File: src/rtl/lorenz_step_sequencer.sv
// Lorenz attractor Euler integrator in signed 7.20 fixed point. One shared multiplier is
// time-multiplexed over four product states; the state vector only changes in UPD.
module lorenz_step_sequencer #(
  parameter int WIDTH    = 27,
  parameter int DT_SHIFT = 8
) (
  input  logic             clk,
  input  logic             reset,
  input  logic             cfg_we,
  input  logic [2:0]       cfg_addr,
  input  logic [WIDTH-1:0] cfg_data,
  input  logic             init,
  input  logic             run,
  input  logic             out_ready,
  output logic [WIDTH-1:0] x,
  output logic [WIDTH-1:0] y,
  output logic [WIDTH-1:0] z,
  output logic             out_valid,
  output logic             busy,
  output logic             ovf,
  output logic [31:0]      step_count
);
  localparam int FRAC = 20;
  localparam int PW   = 2 * WIDTH;

  localparam logic signed [WIDTH-1:0] X_RST     = WIDTH'(-1048576);
  localparam logic signed [WIDTH-1:0] Y_RST     = WIDTH'(104857);
  localparam logic signed [WIDTH-1:0] Z_RST     = WIDTH'(26214400);
  localparam logic signed [WIDTH-1:0] SIGMA_RST = WIDTH'(10485760);
  localparam logic signed [WIDTH-1:0] BETA_RST  = WIDTH'(2796202);
  localparam logic signed [WIDTH-1:0] RHO_RST   = WIDTH'(29360128);

  typedef enum logic [2:0] {IDLE, MUL0, MUL1, MUL2, MUL3, UPD, EMIT} state_t;
  state_t state, state_nx;

  logic signed [WIDTH-1:0] xs, ys, zs;
  logic signed [WIDTH-1:0] x0, y0, z0, sigma, beta, rho;
  logic signed [WIDTH-1:0] p0, p1, p2, p3;

  logic signed [WIDTH-1:0] op_a, op_b, rho_mz;
  logic signed [PW-1:0]    a_ext, b_ext, prod;
  logic signed [WIDTH-1:0] prod_fmt;
  logic                    prod_ovf;
  logic                    unused_prod_lsbs;

  // Operands come straight from the state registers, which hold still until UPD,
  // so every product of a step sees the state as it was at MUL0.
  assign rho_mz = rho - zs;

  always_comb begin
    op_a = '0;
    op_b = '0;
    case (state)
      MUL0: begin op_a = sigma  >>> DT_SHIFT; op_b = ys - xs; end
      MUL1: begin op_a = rho_mz >>> DT_SHIFT; op_b = xs;      end
      MUL2: begin op_a = xs     >>> DT_SHIFT; op_b = ys;      end
      MUL3: begin op_a = zs     >>> DT_SHIFT; op_b = beta;    end
      default: ;
    endcase
  end

  assign a_ext = $signed({{WIDTH{op_a[WIDTH-1]}}, op_a});
  assign b_ext = $signed({{WIDTH{op_b[WIDTH-1]}}, op_b});
  assign prod  = a_ext * b_ext;

  // Keep the sign and the bits at the 7.20 point; any integer bit that disagrees with
  // the sign is a lost magnitude and raises the sticky flag.
  assign prod_fmt         = {prod[PW-1], prod[FRAC+WIDTH-2:FRAC]};
  assign prod_ovf         = prod[PW-2:FRAC+WIDTH-1] != {(PW-WIDTH-FRAC){prod[PW-1]}};
  assign unused_prod_lsbs = ^prod[FRAC-1:0];

  always_comb begin
    state_nx = state;
    case (state)
      IDLE:    if (run && !init) state_nx = MUL0;
      MUL0:    state_nx = MUL1;
      MUL1:    state_nx = MUL2;
      MUL2:    state_nx = MUL3;
      MUL3:    state_nx = UPD;
      UPD:     state_nx = EMIT;
      EMIT:    if (out_ready) state_nx = run ? MUL0 : IDLE;
      default: state_nx = IDLE;
    endcase
  end

  always_ff @(posedge clk) begin
    if (reset) begin
      state      <= IDLE;
      xs         <= X_RST;
      ys         <= Y_RST;
      zs         <= Z_RST;
      x0         <= X_RST;
      y0         <= Y_RST;
      z0         <= Z_RST;
      sigma      <= SIGMA_RST;
      beta       <= BETA_RST;
      rho        <= RHO_RST;
      p0         <= '0;
      p1         <= '0;
      p2         <= '0;
      p3         <= '0;
      ovf        <= 1'b0;
      step_count <= '0;
    end else begin
      state <= state_nx;
      case (state)
        IDLE: begin
          if (cfg_we) begin
            case (cfg_addr)
              3'd0:    x0    <= cfg_data;
              3'd1:    y0    <= cfg_data;
              3'd2:    z0    <= cfg_data;
              3'd3:    sigma <= cfg_data;
              3'd4:    beta  <= cfg_data;
              3'd5:    rho   <= cfg_data;
              default: ;
            endcase
          end
          // Non-blocking reads of x0/y0/z0 give init the pre-write value on a collision.
          if (init) begin
            xs         <= x0;
            ys         <= y0;
            zs         <= z0;
            step_count <= '0;
            ovf        <= 1'b0;
          end
        end
        MUL0: begin p0 <= prod_fmt; if (prod_ovf) ovf <= 1'b1; end
        MUL1: begin p1 <= prod_fmt; if (prod_ovf) ovf <= 1'b1; end
        MUL2: begin p2 <= prod_fmt; if (prod_ovf) ovf <= 1'b1; end
        MUL3: begin p3 <= prod_fmt; if (prod_ovf) ovf <= 1'b1; end
        UPD: begin
          xs         <= xs + p0;
          ys         <= ys + p1 - (ys >>> DT_SHIFT);
          zs         <= zs + p2 - p3;
          step_count <= step_count + 32'd1;
        end
        default: ;
      endcase
    end
  end

  assign x         = xs;
  assign y         = ys;
  assign z         = zs;
  assign out_valid = (state == EMIT);
  assign busy      = (state != IDLE);

endmodule

File: config.mk
export PLATFORM = sky130hd
export DESIGN_NAME = lorenz_step_sequencer
export DESIGN_NICKNAME = d
export VERILOG_FILES = /design/src/rtl/lorenz_step_sequencer.sv
export SDC_FILE = /design/constraint.sdc
export NUM_CORES = 2
export LEC_CHECK = 0
export CAP_MARGIN = 20
export CORE_ASPECT_RATIO = 0.9
export CORE_MARGIN = 2
export CORE_UTILIZATION = 45
export DETAILED_ROUTE_END_ITERATION = 10
export PLACE_DENSITY = 0.63
export REMOVE_ABC_BUFFERS = 1
export SYNTH_ARGS = -nofsm -noshare
export SYNTH_HDL_FRONTEND = slang
export SYNTH_SLANG_ARGS = --single-unit
File: constraint.sdc
create_clock -name clk -period 10.76 [get_ports clk]
set_input_delay 2.69 -clock clk [delete_from_list [all_inputs] [get_ports clk]]
set_output_delay 2.69 -clock clk [all_outputs]
set_load 0.005 [all_outputs]
==> impl_metrics.toml <==
[floorplan]
die_h_um = 294
die_x_um = 326
die-area_um2 = 96000
core_area_um2 = 92800
num_rows = 106
io_pins = 152
start_util_pct = 45.3

[timing]
fin_crit_sh_pct = 95.8
fmax_mhz = 97.0
fin_skew_ns = 0.0214
setup_viol = 0
hold_viol_final = 0
fin_tns_setup_ns = 0
slew_headroom_pct = 20.2
period_needed_ns = 10.31
finalMaxSlewViolations = 0
max_slew.worst_pin.slew_ns = 1.19
rsz0062_at_grt = "true"

[global_routing]
grt_pass1_wl_um = 210000
antenna_found_initial = 0
gr-usage-met1_pct = 39.9
grt_usage_pct = 28.0
busiest_layer = "met2"
grt_max_degree = 188
use_met2_pct = 44.6
grtUsageMet3_pct = 4.68
grt_pass1_vias = 35950
grt_overflow_total = 0

[worst_setup_path]
max_stage_delay_ns = 0.92
cp_max_fo = 5
arrival_ns = 10.79
criticalPathCategory = "reg -> reg"
start_kind = "register"
crit_required_ns = 11.24
end_kind = "register"
cpMostUsedCell = "fa_1"
r2r-start = "z[1]$_SDFFE_PP0P_"
crit_path_end = "p1[6]$_SDFFE_PP0P_"
rr_worst_depth = 39
reg2reg_slack_ns = 0.45
critPathLaunch = "z[1]$_SDFFE_PP0P_"
reg2reg_to = "p1[6]$_SDFFE_PP0P_"
crit_path_top_delay_cell = "xnor2_1"

[layout]
diodes = 0
stdcell_count = 6572
largest_reg_flops = 32
area.growth.synth_to_final_pct = 14.8
fill_cells = 8843
drive_gt1_share_pct = 8.59
utilization_pct = 52.0
top_register = "step_count"
nets = 6249

[clocking]
holdBufCountCts = 0
clkSlewWorstSetupHoldPaths_ns = 0.07
clockBufferDepth = 3
cts_max_level = 2
clkLatencyLatePin_ns = 0.57
numCtsBuffers = 41
cts_tree = "done"
root_buffer = "clkbuf_16"
cts.sinks = 379

[logic_synthesis]
ys_async_sr_fraction_pct = 0
synth_top_cell_by_area = "fa_1"
synth.most_common_cell = "nand2_1"
ys_top_cells_by_area = "fa_1 (30%), dfxtp_1 (18%), nand2_1 (8.2%)"
ys_warn_count = 0
synth-edff-count = 0
synth.avg_cell_area_um2 = 8.33
synth-seq-cells = 379
synth_top_cells_by_count = "nand2_1 (921), inv_1 (869), fa_1 (637)"
netlist_area_um2 = 42100
synth.distinct_cells = 81
synth.top_cell.area_share_pct = 30.3
dominantRegCellSynth = "dfxtp_1"
netlist_instances = 5053
seq_area_frac_synth_pct = 18.0

[route]
drtIter0Drc = 3114
routed_wl_um = 134000
vias = 35793
wl_per_cell_um = 20.3
first_pass_iters = 6
ant_nets = 0
viasPerCell = 5.45
drc = 0

[placement]
hpwlAfterDp_um = 105000
dp.cells = 6473
io_buffer_count = 151
gp_congestion = 0.947

[pwr]
leakagePower_nw = 22.2
ir_worst_vdd_uv = 123
power.density_nw_per_um2 = 132

[job]
cap_violations = 0

[outcome]
status = "finished, final reports clean"

[hold_path]
min_path_type = "reg -> reg"
[worst min path at each step]
stage,cells after the start,start,slack (ns),endpoint
2_1_floorplan,2,rho[0]$_SDFFE_PP0P_,0.43,rho[0]$_SDFFE_PP0P_
3_3_place_gp,2,rho[0]$_SDFFE_PP0P_,0.44,rho[0]$_SDFFE_PP0P_
3_5_place_dp,2,rho[0]$_SDFFE_PP0P_,0.44,rho[0]$_SDFFE_PP0P_
4_1_cts,2,rho[0]$_SDFFE_PP0P_,0.45,rho[0]$_SDFFE_PP0P_
5_1_grt,2,z0[18]$_SDFFE_PP0P_,0.47,z0[18]$_SDFFE_PP0P_
6_report,2,y0[25]$_SDFFE_PP0P_,0.45,y0[25]$_SDFFE_PP0P_
[placed cells by master, fill, tap and decap left out, drive strengths merged, types with 9 or more instances in the layout]
master,n
a22oi,50
mux2i,38
inv,868
a221o,20
o21a,23
or3,18
nand2b,47
o31ai,12
clkdlybuf4s50,150
and3,25
a31oi,20
nand4,21
nor3,35
a211oi,37
o21ai,105
dfxtp,379
and2,53
clkbuf,60
o22ai,10
o221ai,15
ha,275
a21o,62
a221oi,48
o21bai,17
nand3,54
nor2,306
buf,284
nor2b,44
nand3b,43
a21oi,392
a2111oi,9
nand2,921
fa,637
xor2,40
xnor2,78
or2,18
[layout make-up]
type / count / area, um^2 / share of cell area (%)
flip-flops and latches: 379 / 7590 / 15.7
repair buffers: 435 / 3810 / 7.90
multi-input cells: 3575 / 30700 / 63.6
clock inverters: 12 / 128 / 0.264
clock buffers: 60 / 1220 / 2.52
inverters: 869 / 3270 / 6.77
well taps: 1242 / 1550 / 3.22
[stage by stage]
stage               hold slack [ns]  setup WS [ns]  power, W  area (um^2)
floorplan                     0.425          -3.40   0.00346        41200
global placement              0.437        -0.0853   0.00479        46500
detailed placement            0.445         -0.146   0.00480        46500
CTS                           0.453         0.0970   0.00630        47900
global route                  0.468        -0.0343   0.00675        48300
finish                        0.454          0.452   0.00638        48300
[critical path, delay by kind of cell (launching register included)]
family / cells / cell delay, ns
adders and majority gates: 9 / 3.95
xor gates and xnor gates: 2 / 1.13
DFF: 1 / 0.34
and+or+nand+nor: 3 / 0.43
AOI/OAI and AO/OA: 16 / 3.40
buffers and inverters: 9 / 0.95
[metal layers]
metal,vias up,share of wire [%]
met5,-,0
met4,0,2.5
met1,17751,44
met3,190,8.6
li1,16560,-
met2,1292,45
[logic make-up after synthesis]
family                     synth area share, %
AOI/OAI and AO/OA                         13.4
xor gates and xnor gates                  2.45
adders and majority gates                 38.5
buffers and inverters                     9.83
DFF                                       18.0
muxes                                     1.01
and+or+nand+nor                           16.8
[where the power goes]
part	switching (W)	internal [W]
logic	0.00207	0.00131
clock network	0.000617	0.000836
registers	0.0000651	0.00147
[what timing repair did]
item | 4_1_cts | 5_1_grt
endpoints found under the setup margin | 9 | 76
buffers inserted | 0 | 22
pin swaps | 0 | 22
resized for setup | 6 | 54
hold endpoints to repair | 0 | 0
cloned | 0 | 2
Note: power is estimated with default switching activity, not from simulation.
